[config.mk]
export PLATFORM = sky130hd
export DESIGN_NAME = chat_text_buffer
export DESIGN_NICKNAME = d
export VERILOG_FILES = /design/src/rtl/chat_text_buffer.sv
export SDC_FILE = /design/constraint.sdc
export NUM_CORES = 2
export LEC_CHECK = 0
export CELL_PAD_IN_SITES_DETAIL_PLACEMENT = 1
export CELL_PAD_IN_SITES_GLOBAL_PLACEMENT = 2
export CORE_AREA = 4 4 648 650
export CTS_BUF_LIST = sky130_fd_sc_hd__clkbuf_16
export DETAILED_ROUTE_END_ITERATION = 8
export DIE_AREA = 0 0 652 654
export PLACE_DENSITY = 0.54
export SLEW_MARGIN = 10
export SYNTH_ARGS = -nofsm -noshare
export SYNTH_HDL_FRONTEND = slang
export SYNTH_SLANG_ARGS = --single-unit
export TNS_END_PERCENT = 5
[constraint.sdc]
create_clock -name clock_65mhz -period 3.4 [get_ports clock_65mhz]
set_input_delay 0.51 -clock clock_65mhz [delete_from_list [all_inputs] [get_ports clock_65mhz]]
set_output_delay 0.51 -clock clock_65mhz [all_outputs]
set_load 0.1 [all_outputs]
[src/rtl/chat_text_buffer.sv]
// Text state behind the chat screen: the editable keyboard line, the outgoing and
// incoming scrolling histories, and the one-deep handoff of committed lines to the transmitter.
module chat_text_buffer #(
   parameter int NCHAR  = 16,
   parameter int NLINES = 5
) (
   input  logic                      clock_65mhz,
   input  logic                      reset,
   input  logic [7:0]                char_in,
   input  logic                      char_valid,
   input  logic [NCHAR*8-1:0]        rx_line,
   input  logic                      rx_valid,
   input  logic                      send_ready,
   output logic                      send_valid,
   output logic [NCHAR*8-1:0]        send_line,
   output logic [NCHAR*8-1:0]        keyboard,
   output logic [4:0]                kb_count,
   output logic [NCHAR*8*NLINES-1:0] messageout,
   output logic [NCHAR*8*NLINES-1:0] messagein
);

   localparam int LW = NCHAR * 8;
   localparam int HW = LW * NLINES;
   localparam logic [LW-1:0] BLANK = {NCHAR{8'h20}};
   localparam logic [4:0]    FULL  = 5'(NCHAR);

   typedef enum logic {
      IDLE,
      PEND
   } send_state_e;

   send_state_e   state_q;
   logic          send_valid_q;
   logic [LW-1:0] send_line_q;
   logic [LW-1:0] kb_q, kb_d;
   logic [4:0]    cnt_q, cnt_d;
   logic [HW-1:0] mout_q;
   logic [HW-1:0] min_q;

   logic is_print;
   logic do_type;
   logic do_bksp;
   logic do_commit;

   assign is_print  = (char_in >= 8'h20) && (char_in <= 8'h7E);
   assign do_type   = char_valid && is_print && (cnt_q < FULL);
   assign do_bksp   = char_valid && (char_in == 8'h08) && (cnt_q != 5'd0);
   // Enter is gated by the pre-edge send state, so Enter beside send_ready in PEND is lost.
   assign do_commit = char_valid && (char_in == 8'h0D) && (cnt_q != 5'd0) && (state_q == IDLE);

   always_comb begin
      // NOTE: every always_comb output gets a default first, so no path can infer a latch.
      kb_d  = kb_q;
      cnt_d = cnt_q;
      if (do_commit) begin
         kb_d  = BLANK;
         cnt_d = 5'd0;
      end else if (do_type) begin
         for (int i = 0; i < NCHAR; i++) begin
            if (cnt_q == 5'(i)) kb_d[LW-1-8*i -: 8] = char_in;
         end
         cnt_d = cnt_q + 5'd1;
      end else if (do_bksp) begin
         for (int i = 0; i < NCHAR; i++) begin
            if (cnt_q == 5'(i + 1)) kb_d[LW-1-8*i -: 8] = 8'h20;
         end
         cnt_d = cnt_q - 5'd1;
      end
   end

   always_ff @(posedge clock_65mhz) begin
      if (reset) begin
         // NOTE: the text stores are plain flops read directly by the display, so they are
         // reset to spaces rather than left undefined like a RAM would be.
         kb_q         <= BLANK;
         cnt_q        <= 5'd0;
         mout_q       <= {NLINES{BLANK}};
         min_q        <= {NLINES{BLANK}};
         send_line_q  <= BLANK;
         send_valid_q <= 1'b0;
         state_q      <= IDLE;
      end else begin
         // NOTE: sequential state uses non-blocking assignments only.
         kb_q  <= kb_d;
         cnt_q <= cnt_d;
         // Newest line enters at the top bits; line 0 falls off the bottom.
         if (do_commit) mout_q <= {kb_q, mout_q[HW-1:LW]};
         if (rx_valid)  min_q  <= {rx_line, min_q[HW-1:LW]};
         case (state_q)
            IDLE: begin
               if (do_commit) begin
                  state_q      <= PEND;
                  send_valid_q <= 1'b1;
                  send_line_q  <= kb_q;
               end
            end
            PEND: begin
               if (send_ready) begin
                  state_q      <= IDLE;
                  send_valid_q <= 1'b0;
               end
            end
         endcase
      end
   end

   assign send_valid = send_valid_q;
   assign send_line  = send_line_q;
   assign keyboard   = kb_q;
   assign kb_count   = cnt_q;
   assign messageout = mout_q;
   assign messagein  = min_q;

endmodule

==> Word level (Yosys, flattened, before mapping) <==
Index checks and enable logic that the tools add are counted.
{ "totals": {"wordCells": 152, "latchBits": 0, "inputBits": 141, "ff_bits": 1543, "mem_bits_ro": 0, "ram_bits": 0, "n_memories": 0} }
{ "op_classes": {"n_bitwise": 1, "n_lt_le_gt_ge": 3, "reduce_logical": 46, "n_eq_ne": 36, "n_shift": 0, "muxes": 42, "addsub": 2, "div": 0, "multipliers": 0} }
{ "op_table": {"columns": ["op", "count"], "rows": [
  ["two-way mux 128 bit", 2],
  ["two-way mux 8 bit", 32],
  ["AND reduction 3 bit", 16],
  ["== test 5 x 4 -> 1 bit (second input constant)", 8],
  ["nonzero test 2 bit", 17],
  ["inequality test 2 x 1 -> 1 bit (second input constant)", 16],
  ["== test 5 x 3 -> 1 bit (second input constant)", 4],
  ["== test 8 x 4 -> 1 bit (second input constant)", 2],
  ["== test 5 x 2 -> 1 bit (second input constant)", 2],
  ["two-way mux 5 bit", 2],
  [">= comparator 8 x 6 -> 1 bit (second input constant)", 1],
  ["<= comparator 8 x 7 -> 1 bit (second input constant)", 1],
  ["logical AND 1 bit", 8],
  ["adder 5 x 1 -> 5 bit (second input constant)", 1],
  ["== test 5 x 1 -> 1 bit (second input constant)", 1],
  ["== test 5 bit (second input constant)", 1],
  ["logical NOT 5 bit", 1],
  ["less-than comparator 5 bit (second input constant)", 1],
  ["nonzero test 5 bit", 1],
  ["subtractor 5 x 1 -> 5 bit (second input constant)", 1],
  ["two-way mux 1 bit", 4],
  ["inequality test 2 bit (second input constant)", 2],
  ["case mux 1 bit (2 select lines)", 2],
  ["AND reduction 2 bit", 2],
  ["other kinds (2)", 2]
]} }

==> Depth between registers and ports, before layout <==
{ "logic_depth": {"word_depth": 6, "mapped_depth": 9, "mapped_depth_nobuf": 7} }

==> Least setup slack after synthesis <==
OpenSTA, ideal clock, no wires.
{ "synth_path": {"kind": "flip-flop to flip-flop", "from": "register cnt_q[0] (netlist: kb_count[0])", "to": "register kb_q[42] (netlist: keyboard[42])", "path_stages_with_launch": 9, "arrival_time_ns": 2.983, "slack_ns": 0.298, "setup_ns": 0.119, "cell_sequence": "dfxtp_1 inv_1 ha_1 nor4b_4 o41ai_4 nor3_2 and2_1 buf_2 a22o_1"} }
{ "synth_via": {"elab_chain_len": 4} }
{ "synth_lines": {"columns": ["item", "line_no", "rtl"], "rows": [
  ["start, declared", "36", "logic [4:0] cnt_q, cnt_d;"],
  ["start signal, assigned", "85", "cnt_q <= cnt_d;"],
  ["less-than comparator 5 bit / nonzero test 5 bit (equally long branches)", "46, 47, 49", null],
  ["logical AND 1 bit (on tied branches)", "46, 47, 49", null],
  ["inequality test 2 x 1 -> 1 bit (no line) (tied with other cells)", null, null],
  ["AND reduction 3 bit (no line) / OR reduction 2 bit (equally long branches)", null, null],
  ["end signal, assigned", "84", "kb_q <= kb_d;"],
  ["end, declared", "35", "logic [LW-1:0] kb_q, kb_d;"]
]} }
Several ways; a longest one is shown, not always the timed one.
A chain may end at the register's enable or synchronous reset.

==> Worst setup path after layout <==
{ "layout_path": {"from": "register mout_q[483] (netlist: messageout[483])", "to": "output messageout[483]"} }
{ "layout_rtl": {"columns": ["item", "line_no", "rtl"], "rows": [
  ["start, declared", "37", "logic [HW-1:0] mout_q;"],
  ["start signal, assigned", "77", "mout_q <= {NLINES{BLANK}};"],
  ["start signal, assigned", "87", "if (do_commit) mout_q <= {kb_q, mout_q[HW-1:LW]};"],
  ["end, declared", "18", "output logic [NCHAR*8*NLINES-1:0] messageout,"]
]} }
No word-level cell between the ends.

==> flow_summary.yaml <==
cts:
  numCtsBuffers: 188
  cts_tree: "built"
  clk_pin_slew_ns: 0.06
  clock-root-buffer: "clkbuf_16"
  insertion_delay_ns: 0.87
  cts_sinks: 1415
  cts.htree.levels: 4
  cts_buffer_depth: 4
worst_setup_path:
  cp-end-kind: "output pin"
  start_kind: "register"
  path_max_fanout: 3
  crit_buf_inv: 1
  crit_path_max_incr_delay_ns: 1.22
  path_class: "register to output pin"
  crit_arrival_ns: 2.57
  critPathSlowestCell: "clkdlybuf4s50_1"
  crit_family: "buffers and inverters"
  path_cells: "clkdlybuf4s50_1"
  required_ns: 2.89
sta:
  post-route-period-util_pct: 90.7
  tightest_slew_ns: 1.27
  holdWs_ns: 0.125
  slew_headroom_pct: 15.4
  grt_setup_unrepaired: "false"
  slew_viol_final: 0
  finalSetupViolCount: 0
  hold_viol_final: 0
  fmax_mhz: 324
  period_needed_ns: 3.08
  finalClockSkew_ns: 0.0440
finish:
  final_cell_count_no_fill: 12600
  area_growth_pct: 53.1
  final_common_cell: "dfxtp_1"
  final_core_util_pct: 18.4
  fin_area_um2: 76200
  final_nets: 7075
  layout-drive-gt1-share_pct: 22.4
  mostFrequentLayoutCells: "dfxtp_1 (1415), nand2_1 (1367), buf_4 (1199)"
place:
  place_inst: 12200
  placed_area_um2: 70000
  place_congestion: 0.885
  dp_hpwl_um: 273000
  portBuffers: 1682
global_routing:
  grt_pass1_vias: 45300
  busiest_layer: "met2"
  grt-ovfl-total: 0
  grt_max_degree: 182
  grt_antenna_before_repair: 34
  track_usage_pct: 15.0
  use_met3_pct: 4.61
  use_met2_pct: 23.6
  use_met1_pct: 19.5
  grt_pass1_wl_um: 438000
yosys:
  synth_seq_cells: 1415
  synth_enable_flop_cells: 0
  async_reset_ff_share_pct: 0
  synth_top_family_by_area: "simple AND/OR/NAND/NOR gates"
  ys_seq_area_share_pct: 56.9
  syn_inst: 5406
  synth_compound_area_share_pct: 8.30
  synth_ff_type: "dfxtp_1"
  synthMuxAreaShare_pct: 12.9
  synthesis.area_um2: 49800
  yosys_warnings: 0
  synthAdderAreaFrac_pct: 0.151
  yosysUniqueCellTypes: 47
  syn_area_per_cell_um2: 9.20
  yosys.area_share.simple_pct: 16.4
  syn_nets: 5553
  synth-xor-area-share_pct: 0.0352
detailed_routing:
  ant_nets: 0
  first_iter_violations: 2708
  viasPerCell: 3.61
  dr.pass1.iters: 6
  drc: 0
  vias: 45300
  drt-total-wl_um: 337000
  wl_per_cell_um: 26.8
run:
  maxCapViolations: 0
run_status:
  outcome: "completed"
floorplan:
  start_util_pct: 12.0
  coreArea_um2: 413000
  ios: 1683
  die_area_um2: 426000
  die_h_um: 654
  fp-row-count: 236
  fp.dieW_um: 652
power_and_ir_drop:
  finalPower_mw: 40.4
  ir_worst_vdd_v: 0.000344
  power-per-cell-area_nw_per_um2: 530
  leakage_nw: 30.7
min_path:
  holdCritPathClass: "input pin to register"
-- layout make-up --
type	instances	area [µm²]
Tap cell	5474	6850
Clock inverter	155	1440
Antenna cell	13	32.5
Sequential cell	1415	28300
Clock buffer	188	4700
Multi-Input combinational cell	3447	18900
Fill cell	48100	337000
Inverter	19	76.3
Timing Repair Buffer	1857	15900
-- synth_stat cells, drive strengths merged (3+ instances only) --
cell type	n	area, µm²
dfxtp	1415	28300
nand2	1367	5130
mux2i	640	6410
a21oi	580	2900
nor2	572	2150
buf	287	1670
clkbuf	238	895
nand3	80	400
a32o	53	531
a22o	33	289
and2	27	169
inv	19	71.3
o211ai	15	113
a22oi	13	97.6
nor3	11	65.1
a221oi	8	95.1
ha	6	75.1
and3	4	25.0
and4	4	35.0
a211oi	3	22.5
a32oi	3	26.3
nand4	3	18.8
nor4	3	48.8
or3	3	18.8
-- report_power, final --
group | leakage, nW | total (mW) | switching [mW] | internal, mW
combinational | 16.2 | 3.13 | 2.35 | 0.778
clock | 3.09 | 20.2 | 8.58 | 11.6
sequential | 11.4 | 17.1 | 0.309 | 16.8
total | 30.7 | 40.4 | 11.2 | 29.2
-- per-layer routing --
metal | wire (µm) | up-vias
met3 | 26300 | 328
met4 | 10900 | 0
li1 | - | 20800
met2 | 151000 | 1460
met5 | 0 | -
met1 | 149000 | 22700
-- worst paths after layout --
| kind | startpoint | end | slack (ns) | cells past startpoint |
|---|---|---|---|---|
| worst max-delay path | messageout[483]$_SDFFE_PP0P_ | messageout[483] | 0.32 | 1 |
| worst min-delay path | rx_valid | messagein[633]$_SDFFE_PP0P_ | 0.12 | 3 |
| worst max register to register | kb_count[0]$_SDFFE_PP0P_ | keyboard[53]$_SDFFE_PP1P_ | 0.42 | 8 |
| worst min register to register | messageout[230]$_SDFFE_PP0P_ | messageout[102]$_SDFFE_PP0P_ | 0.45 | 2 |
-- registers in the layout, indices dropped and copies added (netlist names) --
signal and count:
send_line 26, state_q 1, messagein 640, messageout 614, kb_count 5, keyboard 128
send_valid 1
-- logic make-up (layout without fill, tap and decap cells) --
family / count (synthesis) / in the layout
fa+ha+maj: 6 / 6
other cells: 0 / 13
compound gates: 713 / 713
flops: 1415 / 1415
xor+xnor: 2 / 2
simple gates: 2086 / 2086
mux: 640 / 640
buf+inv: 544 / 2219
-- per-stage QoR --
step           setup WS, ns  setup TNS, ns
2_1_floorplan         0.298              0
3_3_place_gp         -0.145          -5.91
3_5_place_dp        -0.0996          -1.39
4_1_cts               0.200              0
5_1_grt               0.196              0
6_report              0.315              0
-- what timing repair did --
| action | CTS | global route |
|---|---|---|
| endpoints found under the setup margin | 0 | 0 |
| resized for setup | 0 | 0 |
| hold buffers | 3 | 0 |
| endpoints found under the hold margin | 6 | 0 |
| setup buffers | 0 | 0 |
Power figures use the tool's default switching activity.
